<file path="config.mk">
export PLATFORM = sky130hd
export DESIGN_NAME = multicycle_ctrl
export DESIGN_NICKNAME = d
export VERILOG_FILES = /design/src/rtl/cpu_pkg.sv /design/src/rtl/alu_decoder.sv /design/src/rtl/multicycle_ctrl.sv
export SDC_FILE = /design/constraint.sdc
export NUM_CORES = 1
export LEC_CHECK = 0
export CAP_MARGIN = 20
export CORE_MARGIN = 1
export CORE_UTILIZATION = 49
export CTS_CLUSTER_DIAMETER = 100
export DETAILED_ROUTE_END_ITERATION = 10
export PLACE_DENSITY = 0.79
export SETUP_SLACK_MARGIN = 0.5
export SLEW_MARGIN = 0
export SYNTH_ARGS = -nofsm -noshare
export SYNTH_HDL_FRONTEND = slang
export SYNTH_SLANG_ARGS = --single-unit
</file>
<file path="constraint.sdc">
create_clock -name clk -period 2.8 [get_ports clk]
set_input_delay 0.42 -clock clk [delete_from_list [all_inputs] [get_ports clk]]
set_output_delay 0.42 -clock clk [all_outputs]
set_load 0.05 [all_outputs]
</file>
<file path="src/rtl/cpu_pkg.sv">
// Shared types and encodings for the multicycle RV32I control path.
package cpu_pkg;

    typedef enum logic [3:0] {
        S_FETCH, S_DECODE, S_MEMADR, S_MEMRD, S_MEMWB, S_MEMWR, S_EXECR,
        S_EXECI, S_ALUWB, S_BRANCH, S_JAL, S_LUI, S_TRAP
    } state_t;

    localparam logic [6:0] OP_LOAD   = 7'b0000011;
    localparam logic [6:0] OP_STORE  = 7'b0100011;
    localparam logic [6:0] OP_RTYPE  = 7'b0110011;
    localparam logic [6:0] OP_ITYPE  = 7'b0010011;
    localparam logic [6:0] OP_BRANCH = 7'b1100011;
    localparam logic [6:0] OP_JAL    = 7'b1101111;
    localparam logic [6:0] OP_LUI    = 7'b0110111;

    localparam logic [2:0] ALUCTRL_ADD = 3'b000;
    localparam logic [2:0] ALUCTRL_SUB = 3'b001;
    localparam logic [2:0] ALUCTRL_AND = 3'b010;
    localparam logic [2:0] ALUCTRL_OR  = 3'b011;
    localparam logic [2:0] ALUCTRL_XOR = 3'b100;
    localparam logic [2:0] ALUCTRL_SLT = 3'b101;

    localparam logic [2:0] IMMSRC_I = 3'b000;
    localparam logic [2:0] IMMSRC_S = 3'b001;
    localparam logic [2:0] IMMSRC_B = 3'b010;
    localparam logic [2:0] IMMSRC_J = 3'b011;
    localparam logic [2:0] IMMSRC_U = 3'b100;

    localparam logic [1:0] SRCA_PC    = 2'b00;
    localparam logic [1:0] SRCA_OLDPC = 2'b01;
    localparam logic [1:0] SRCA_RS1   = 2'b10;

    localparam logic [1:0] SRCB_RS2  = 2'b00;
    localparam logic [1:0] SRCB_IMM  = 2'b01;
    localparam logic [1:0] SRCB_FOUR = 2'b10;

    localparam logic [1:0] RES_ALUOUT = 2'b00;
    localparam logic [1:0] RES_MEM    = 2'b01;
    localparam logic [1:0] RES_ALU    = 2'b10;

    // State-decoded control bundle, registered as a unit in the top
    typedef struct packed {
        logic       mem_req;
        logic       mem_we;
        logic       adr_src;
        logic       reg_write;
        logic [1:0] src_a;
        logic [1:0] src_b;
        logic [2:0] alu_ctrl;
        logic [2:0] imm_src;
        logic [1:0] result_src;
        logic       illegal;
    } ctrl_t;

    function automatic logic is_retiring(input state_t s);
        return (s == S_MEMWB) || (s == S_MEMWR) || (s == S_ALUWB) ||
               (s == S_BRANCH) || (s == S_JAL) || (s == S_LUI);
    endfunction

endpackage

</file>
<file path="src/rtl/alu_decoder.sv">
// Maps funct3/funct7b5 to ALUctrl; subtract only for R-type.
module alu_decoder
    import cpu_pkg::*;
(
    input  logic [2:0] funct3_i,
    input  logic       funct7b5_i,
    input  logic       is_rtype_i,
    output logic [2:0] alu_ctrl_o
);

    always_comb begin
        alu_ctrl_o = ALUCTRL_ADD;
        case (funct3_i)
            3'b000:  alu_ctrl_o = (is_rtype_i && funct7b5_i) ? ALUCTRL_SUB : ALUCTRL_ADD;
            3'b010:  alu_ctrl_o = ALUCTRL_SLT;
            3'b100:  alu_ctrl_o = ALUCTRL_XOR;
            3'b110:  alu_ctrl_o = ALUCTRL_OR;
            3'b111:  alu_ctrl_o = ALUCTRL_AND;
            default: alu_ctrl_o = ALUCTRL_ADD;
        endcase
    end

endmodule

</file>
<file path="src/rtl/multicycle_ctrl.sv">
// Multicycle RV32I sequencer: per-instruction FSM sharing one memory port
// between fetch and load/store, with memory-wait timeout and retire counter.
module multicycle_ctrl
    import cpu_pkg::*;
#(
    parameter int unsigned CNT_W    = 32,
    parameter int unsigned WAIT_MAX = 15
) (
    input  logic             clk,
    input  logic             rst,
    input  logic [6:0]       opcode,
    input  logic [2:0]       funct3,
    input  logic             funct7b5,
    input  logic             EQ,
    input  logic             mem_ack,
    output logic             mem_req,
    output logic             mem_we,
    output logic             adr_src,
    output logic             pc_write,
    output logic             ir_write,
    output logic             RegWrite,
    output logic [1:0]       ALUsrcA,
    output logic [1:0]       ALUsrcB,
    output logic [2:0]       ALUctrl,
    output logic [2:0]       ImmSrc,
    output logic [1:0]       result_src,
    output logic             illegal,
    output logic [CNT_W-1:0] retired
);

    localparam int unsigned WAIT_W = (WAIT_MAX > 1) ? $clog2(WAIT_MAX + 1) : 1;

    state_t             state_q, state_d;
    ctrl_t              ctrl_q, ctrl_d;
    logic [WAIT_W-1:0]  wait_q, wait_d;
    logic [CNT_W-1:0]   retired_q, retired_d;
    logic [2:0]         alu_dec;
    logic               is_rtype, mem_done, timeout, branch_ok, branch_taken;

    assign is_rtype = (state_d == S_EXECR);

    alu_decoder u_alu_decoder (
        .funct3_i   (funct3),
        .funct7b5_i (funct7b5),
        .is_rtype_i (is_rtype),
        .alu_ctrl_o (alu_dec)
    );

    // An ack only counts while a request is actually outstanding
    assign mem_done     = ctrl_q.mem_req && mem_ack;
    assign timeout      = (WAIT_MAX != 0) && ctrl_q.mem_req && !mem_ack &&
                          (wait_q == WAIT_W'(WAIT_MAX - 1));
    assign branch_ok    = (funct3 == 3'b000) || (funct3 == 3'b001);
    assign branch_taken = (funct3 == 3'b000) ? EQ : (funct3 == 3'b001) ? !EQ : 1'b0;

    always_comb begin
        state_d = state_q;
        case (state_q)
            S_FETCH:  if (timeout) state_d = S_TRAP; else if (mem_done) state_d = S_DECODE;
            S_DECODE: begin
                case (opcode)
                    OP_LOAD, OP_STORE: state_d = S_MEMADR;
                    OP_RTYPE:          state_d = S_EXECR;
                    OP_ITYPE:          state_d = S_EXECI;
                    OP_BRANCH:         state_d = S_BRANCH;
                    OP_JAL:            state_d = S_JAL;
                    OP_LUI:            state_d = S_LUI;
                    default:           state_d = S_TRAP;
                endcase
            end
            S_MEMADR: state_d = (opcode == OP_LOAD) ? S_MEMRD : S_MEMWR;
            S_MEMRD:  if (timeout) state_d = S_TRAP; else if (mem_done) state_d = S_MEMWB;
            S_MEMWR:  if (timeout) state_d = S_TRAP; else if (mem_done) state_d = S_FETCH;
            S_EXECR, S_EXECI: state_d = S_ALUWB;
            S_BRANCH: state_d = branch_ok ? S_FETCH : S_TRAP;
            S_MEMWB, S_ALUWB, S_JAL, S_LUI: state_d = S_FETCH;
            default:  state_d = S_TRAP;
        endcase
    end

    // Moore outputs decoded from the next state so they register alongside it
    always_comb begin
        ctrl_d = '0;
        case (state_d)
            S_FETCH:  begin ctrl_d.mem_req = 1'b1; ctrl_d.src_b = SRCB_FOUR; end
            S_DECODE: begin
                ctrl_d.src_a   = SRCA_OLDPC;
                ctrl_d.src_b   = SRCB_IMM;
                ctrl_d.imm_src = IMMSRC_B;
            end
            S_MEMADR: begin
                ctrl_d.src_a   = SRCA_RS1;
                ctrl_d.src_b   = SRCB_IMM;
                ctrl_d.imm_src = (opcode == OP_LOAD) ? IMMSRC_I : IMMSRC_S;
            end
            S_MEMRD:  begin ctrl_d.mem_req = 1'b1; ctrl_d.adr_src = 1'b1; end
            S_MEMWB:  begin ctrl_d.reg_write = 1'b1; ctrl_d.result_src = RES_MEM; end
            S_MEMWR:  begin
                ctrl_d.mem_req = 1'b1;
                ctrl_d.mem_we  = 1'b1;
                ctrl_d.adr_src = 1'b1;
            end
            S_EXECR:  begin
                ctrl_d.src_a    = SRCA_RS1;
                ctrl_d.src_b    = SRCB_RS2;
                ctrl_d.alu_ctrl = alu_dec;
            end
            S_EXECI:  begin
                ctrl_d.src_a    = SRCA_RS1;
                ctrl_d.src_b    = SRCB_IMM;
                ctrl_d.imm_src  = IMMSRC_I;
                ctrl_d.alu_ctrl = alu_dec;
            end
            S_ALUWB:  begin ctrl_d.reg_write = 1'b1; ctrl_d.result_src = RES_ALUOUT; end
            S_BRANCH: begin
                ctrl_d.src_a    = SRCA_RS1;
                ctrl_d.src_b    = SRCB_RS2;
                ctrl_d.alu_ctrl = ALUCTRL_SUB;
            end
            S_JAL:    begin
                ctrl_d.src_a      = SRCA_OLDPC;
                ctrl_d.src_b      = SRCB_FOUR;
                ctrl_d.reg_write  = 1'b1;
                ctrl_d.result_src = RES_ALU;
            end
            S_LUI:    begin
                ctrl_d.src_a      = SRCA_PC;
                ctrl_d.imm_src    = IMMSRC_U;
                ctrl_d.reg_write  = 1'b1;
                ctrl_d.result_src = RES_ALU;
            end
            S_TRAP:   ctrl_d.illegal = 1'b1;
            default:  ctrl_d = '0;
        endcase
    end

    always_comb begin
        wait_d    = (ctrl_q.mem_req && !mem_ack) ? wait_q + WAIT_W'(1) : '0;
        retired_d = retired_q;
        if (state_d == S_FETCH && is_retiring(state_q)) begin
            retired_d = retired_q + CNT_W'(1);
        end
    end

    always_ff @(posedge clk or negedge rst) begin
        if (!rst) begin
            state_q   <= S_FETCH;
            ctrl_q    <= '0;
            wait_q    <= '0;
            retired_q <= '0;
        end else begin
            state_q   <= state_d;
            ctrl_q    <= ctrl_d;
            wait_q    <= wait_d;
            retired_q <= retired_d;
        end
    end

    // Fetch-ack and branch-resolve enables follow their inputs in the same cycle
    assign ir_write   = (state_q == S_FETCH) && mem_done;
    assign pc_write   = ir_write || (state_q == S_JAL) ||
                        ((state_q == S_BRANCH) && branch_taken);
    assign mem_req    = ctrl_q.mem_req;
    assign mem_we     = ctrl_q.mem_we;
    assign adr_src    = ctrl_q.adr_src;
    assign RegWrite   = ctrl_q.reg_write;
    assign ALUsrcA    = ctrl_q.src_a;
    assign ALUsrcB    = ctrl_q.src_b;
    assign ALUctrl    = ctrl_q.alu_ctrl;
    assign ImmSrc     = ctrl_q.imm_src;
    assign result_src = ctrl_q.result_src;
    assign illegal    = ctrl_q.illegal;
    assign retired    = retired_q;

endmodule

</file>
==> results of run 1 <==
[routing by layer]
| metal | vias up | share of wire, % | routed length [um] | global-route usage [%] |
|---|---|---|---|---|
| li1 | 1133 | - | - | - |
| met1 | 1212 | 42 | 3200 | 35.2 |
| met4 | 0 | 4.1 | 312 | 13.2 |
| met5 | - | 0 | 0 | 0 |
| met3 | 32 | 6.5 | 494 | 5.24 |
| met2 | 121 | 47 | 3550 | 39.6 |
[flip-flops by register name, indices dropped and copies added, names as in the netlist, 2 cells and up]
| signal | cells |
|---|---|
| ALUsrcB | 2 |
| ImmSrc | 3 |
| retired | 32 |
| state_q | 4 |
| ALUctrl | 3 |
| ALUsrcA | 2 |
| wait_q | 4 |
| result_src | 2 |
[metrics by stage]
stage	cell area [um^2]	hold WS, ps	util (%)	setup WS [ps]	power [mW]
2_1_floorplan	2780	124	-	452	0.857
3_3_place_gp	3670	459	69.6	-3.17	0.909
3_5_place_dp	3670	467	69.6	-42.2	0.911
4_1_cts	3940	109	74.7	448	1.75
5_1_grt	4070	133	77.2	405	1.80
6_report	4070	99.9	77.2	488	1.75
[kinds of logic after synthesis]
logic type | Yosys count | synth area share [%]
adder cells (fa/ha/maj) | 3 | 1.36
buffers and inverters | 16 | 2.59
AND/OR/NAND/NOR | 116 | 24.0
AO/OA/AOI/OAI | 31 | 7.86
multiplexers | 1 | 0.409
XOR/XNOR | 37 | 12.0
flip-flops | 57 | 51.8
[path summary, 6_finish.rpt]
kind / from / end / slack [ps] / cells after the start
max in group asynchronous: rst / retired[8] / 2090 / 2
min reg2reg: retired[31] / retired[31] / 470 / 1
min: rst / ALUctrl[1] / 100 / 1
max reg2reg: wait_q[0] / retired[5] / 490 / 9
min in group clk: retired[31] / retired[31] / 470 / 1
max: opcode[2] / retired[5] / 490 / 7
[power by group]
| part | total [mW] | switching [mW] | internal, mW |
|---|---|---|---|
| Combinational | 0.0769 | 0.0409 | 0.0360 |
| Clock | 0.850 | 0.326 | 0.524 |
| Sequential | 0.823 | 0 | 0.823 |
[cells in the mapped netlist (all sizes together), types with 4 or more instances]
master / instances / area share (%)
dfrtp: 57 / 52
xnor2: 30 / 9.8
nand2: 22 / 3.0
nand3: 18 / 3.3
nor2: 18 / 2.5
nand4: 13 / 3.0
nor3: 12 / 2.4
o21ai: 12 / 2.2
inv: 10 / 1.4
xor2: 7 / 2.2
buf: 4 / 0.95
[timing repair]
item,CTS,global route
hold endpoints to repair,0,0
endpoints found under the setup margin,11,37
pin swaps,3,11
gates resized for setup,13,33
setup buffers,0,6
gates cloned,1,0
[cell type report]
cell class | count | area (um^2) | share of cell area (%)
inverters | 10 | 37.5 | 0.923
repair buffers | 96 | 893 | 22.0
clock inverters | 5 | 78.8 | 1.94
multi-input cells | 188 | 1390 | 34.1
clock buffers | 11 | 141 | 3.48
flip-flops and latches | 57 | 1440 | 35.5
well taps | 70 | 87.6 | 2.15
==> summary.md, run 1 <==
| Metric | Value |
|---|---|
| First-pass GRT wire length | `between 10000 and 15000 um` |
| Max-slew violation count | `0` |
| Vias | `2498` |
| VDD IR-drop max | `277 uV` |
| Post-Syn Area | `~0.0028 mm^2` |
| Prevailing post-synth register cell | `dfrtp_1` |
| Relative slew margins | `58.7%` |
| Io pins | `66` |
| Root buf cell | `clkbuf_8` |
| Initial drt markers | `224` |
| Syn avg cell area | `roughly 11 um^2` |
| Setup Crit Path Kind | `in -> reg` |
| Bufs on Longest Clock Path | `2` |
| Routability cong. | `0.831` |
| Via-per-instance ratio | `5.72` |
| Number of flops mapped to enable cells by yosys | `0` |
| Most frequent cells in the layout | `52 x clkdlybuf4s50_1, 44 x dfrtp_1, 30 x buf_4, 29 x xnor2_1, 22 x nand2_1` |
| Max Clock Freq | `432 MHz` |
| RSZ-0062 raised after global routing | `true` |
| Slowest cell on crit path | `or4b_4` |
| CTS tree | `done` |
| Final Setup Violations | `0` |
| DRC | `0` |
| Layout area overhead | `47.6%` |
| Worst-path clk slew | `60 ps` |
| Mapped Cells | `261` |
| Port Buffers | `65` |
| Setup TNS | `0 ps` |
| Largest net degree at the start of global routing | `30` |
| Grt total ovfl | `0` |
| Placed cells | `414` |
| Synth unique cells | `51` |
| Share of cells above drive strength 1 | `24.8%` |
| FP Rows | `26` |
| Layout Cells excl Fill | `437` |
| WP buf/inv | `1` |
| Hold_buf cts | `0` |
| Crit-path max cell delay | `around 560 ps` |
| Max_cap viols | `0` |
| Register area share after synthesis | `51.8%` |
| Hpwl dp | `about 4700 um` |
| Final ANT Viol Nets | `0` |
| Synth Register Bits | `57` |
| Critical path startpoint category | `primary input` |
| Ys async rst share | `100%` |
| Arr. time, crit path | `2520 ps` |
| DIE AREA | `0.00593 mm^2` |
| Core area | `0.00527 mm^2` |
| WL/cell | `17.3 um` |
| DIE WIDTH | `a little under 80 um` |
| Clock latency on the worst-skew pair | `340 ps` |
| Vias in the first global route | `2346` |
| CTS Buf Count | `9` |
| Fill cells | `334` |
| Die height | `77.0 um` |
| Status | `finished clean` |
| Final-report hold violation count | `0` |
| Initial DRT Pass Iterations | `4` |
| Initial Util | `52.3%` |
| Pwr dens | `430 mW/mm^2` |
| Fin crit period | `2310 ps` |
| Worst Hold Class | `in -> async` |
| CP top delay family | `simple AND/OR/NAND/NOR gates` |
| # H-tree levels | `3` |
| Syn nets | `279` |
| Total Routing Usage GR | `26.0%` |
| Worst-path cell chain | `dlygate4sd2_1 -> or3_4 -> nor3_2 -> nor2_2 -> a2111o_1 -> or4b_4 -> xnor2_2` |
| Initial antenna violation count | `0` |
| Data required time at the worst endpoint | `around 3000 ps` |
| Commonest non-fill, non-tap cell in the layout | `clkdlybuf4s50_1` |
| CTS Sinks | `57` |
| Number of diodes | `0` |
| Fin nets | `between 300 and 400` |
| Slew @ Worst Pin | `about 620 ps` |
| Leakage | `1.78 nW` |
| Routed WL | `7550 um` |
| CP max FO | `9` |
| Layout Skew | `12.0 ps` |
| Warnings from Yosys | `0` |
| Part of the cycle the worst path needs | `82.6%` |
| Crit end category | `flop` |
No activity file was read; power rests on OpenSTA's default activity.
==> inputs of run 2 (changes only) <==
==> constraint.sdc (replaced) <==
create_clock -name clk -period 2.4 [get_ports clk]
set_input_delay 0.36 -clock clk [delete_from_list [all_inputs] [get_ports clk]]
set_output_delay 0.36 -clock clk [all_outputs]
set_load 0.05 [all_outputs]
==> run 2 against run 1 <==
Compared with the run above: setup slack got worse by 430 ps; flip-flop and latch count unchanged; sequential power rose by 17%; via count increased by 4.7%; routed wire length rose by 8.0%; clock skew is 5.1 ps lower; register-to-register slack worse by 430 ps; combinational power up 18%; total power up 11%; cell area increased by 7.4%; core utilization is 5.7 points higher; die area is the same; largest power group is now registers.
==> summary.md, run 2 (synthesis gave the netlist of run 1 again) <==
| Metric | Value |
|---|---|
| Final ANT Viol Nets | `0` |
| Largest net degree at the start of global routing | `24` |
| Layout area overhead | `58.5%` |
| Number of diodes | `0` |
| Total Routing Usage GR | `27.4%` |
| Share of cells above drive strength 1 | `36.5%` |
| CTS Sinks | `57` |
| Worst Hold Class | `in -> async` |
| Final Setup Violations | `0` |
| Max-slew violation count | `0` |
| Via-per-instance ratio | `~5.6` |
| RSZ-0062 raised after global routing | `true` |
| Final non-filler cell area | `0.00437 mm^2` |
| Routability cong. | `0.949` |
| Worst r2r src | `wait_q[0]` |
| R2R cell count | `9` |
| Grt total ovfl | `0` |
| Dpl ws | `-347 ps` |
| Setup ws final | `60.4 ps` |
| Fill cells | `roughly 310` |
| GR Util met2 | `between 40% and 50%` |
| DIE AREA | `roughly 0.0059 mm^2` |
| Fin crit period | `2340 ps` |
| Slew @ Worst Pin | `535 ps` |
| First-pass GRT wire length | `12500 um` |
| Logic pwr share | `4.7%` |
| Busiest grt layer | `met2` |
| Met3 Resource Use GR | `5.24%` |
| Initial DRT Pass Iterations | `4` |
| Crit end category | `flop` |
| R2r endpoint | `retired[5]` |
| Root buf cell | `clkbuf_8` |
| Clock latency on the worst-skew pair | `330 ps` |
| Sequential power share | `49.7%` |
| Port Buffers | `65` |
| Initial antenna violation count | `0` |
| Worst hold slack | `9.65 ps` |
| Critical path startpoint category | `flop` |
| Status | `finished clean` |
| Max_cap viols | `0` |
| Vias | `2615` |
| Hold_buf cts | `0` |
| DRC | `0` |
| CP max FO | `4` |
| Max Clock Freq | `427 MHz` |
| Largest register FFs | `32` |
| Relative slew margins | `approximately 64%` |
| Bufs on Longest Clock Path | `2` |
| Post-Place Cell Area | `0.00383 mm^2` |
| Final-report hold violation count | `0` |
| Register area | `0.00145 mm^2` |
| Io pins | `between 60 and 70` |
| Core Util, Final | `82.9%` |
| P_int | `1.51 mW` |
| Multi-input gate area | `0.00149 mm^2` |
| VDD IR-drop max | `383 uV` |
| R2r setup slk | `just over 60 ps` |
| Initial drt markers | `179` |
| Fin nets | `approximately 410` |
| Die height | `77.0 um` |
| Psw | `about 0.43 mW` |
| Setup Crit Path Kind | `reg -> reg` |
| Leakage | `2.14 nW` |
| Vias in the first global route | `2511` |
| Core area | `0.00527 mm^2` |
| # H-tree levels | `3` |
| DIE WIDTH | `77.0 um` |
| Part of the cycle the worst path needs | `about 97%` |
| Initial Util | `52.3%` |
| Layout Skew | `between 6 and 7 ps` |
| Commonest non-fill, non-tap cell in the layout | `buf_4` |
| CTS Buf Count | `9` |
| Arr. time, crit path | `2550 ps` |
| Most frequent cells in the layout | `54 x buf_4, 38 x dfrtp_1, 29 x dlygate4sd2_1, 26 x xnor2_1, 26 x clkdlybuf4s50_1` |
| Hpwl dp | `5030 um` |
| WL/cell | `17.5 um` |
| Clock power share | `a little under half` |
| GR Util met1 | `36.7%` |
| Worst-path clk slew | `60 ps` |
| FP Rows | `26` |
| CTS tree | `done` |
| Data required time at the worst endpoint | `2610 ps` |
| Routed WL | `8160 um` |
| Sw frac | `between 20% and 30%` |
| Pwr dens | `443 mW/mm^2` |
==> run 2: critical path: stages, from the launching register on <==
cell and delay, ps:
dfrtp_1 410, inv_1 70, ha_2 180, nand4_1 130
nand4_1 140, o311a_2 200, inv_2 40, a2111o_1 360
or4b_4 530, xnor2_2 150
==> run 2: power groups by stage <==
| stage | clock network (mW) | logic [mW] | registers (mW) |
|---|---|---|---|
| final | 0.883 | 0.0904 | 0.961 |
| after global placement | 0 | 0.0870 | 0.978 |
| after floorplan | 0 | 0.0197 | 0.979 |
| after CTS | 0.891 | 0.0879 | 0.960 |
| after global routing | 0.935 | 0.0989 | 0.960 |
| after detailed placement | 0 | 0.0885 | 0.978 |
==> run 2: timing repair <==
item	in CTS	in global routing
setup buffers	15	2
pin swaps	8	10
gates resized for setup	50	44
endpoints found under the hold margin	0	0
cloned	1	1
setup endpoints to repair	74	55
==> run 2: area by class of cell <==
| cell class | count | share of cell area (%) |
|---|---|---|
| inverters | 10 | 0.859 |
| multi-input cells | 188 | 34.1 |
| clock inverters | 5 | 1.26 |
| repair buffers | 124 | 25.3 |
| well taps | 70 | 2.01 |
| flip-flops and latches | 57 | 33.2 |
| clock buffers | 11 | 3.24 |
==> run 2: how the worst max path moves through the flow <==
stage | slack, ps | depth (start not counted) | startpoint | endpoint
4_1_cts | 110 | 9 | wait_q[0] | retired[5]
3_3_place_gp | -300 | 7 | opcode[2] | retired[5]
5_1_grt | -20 | 9 | wait_q[0] | retired[5]
6_report | 60 | 9 | wait_q[0] | retired[5]
2_1_floorplan | 90 | 6 | mem_req | retired[5]
3_5_place_dp | -350 | 7 | opcode[2] | retired[5]
==> run 2: metrics by stage <==
stage	std cells	TNS (ps)	power (mW)
floorplan	261	0	0.998
global placement	430	-2750	1.07
detailed placement	430	-3780	1.07
CTS	462	0	1.94
global route	465	-18.2	1.99
finish	465	0	1.93
==> run 2: metal layers <==
metal / vias up / part of all wire [%]
met2: 93 / 51
li1: 1195 / -
met1: 1315 / 43
met3: 12 / 4.5
met4: 0 / 1.4
met5: - / 0
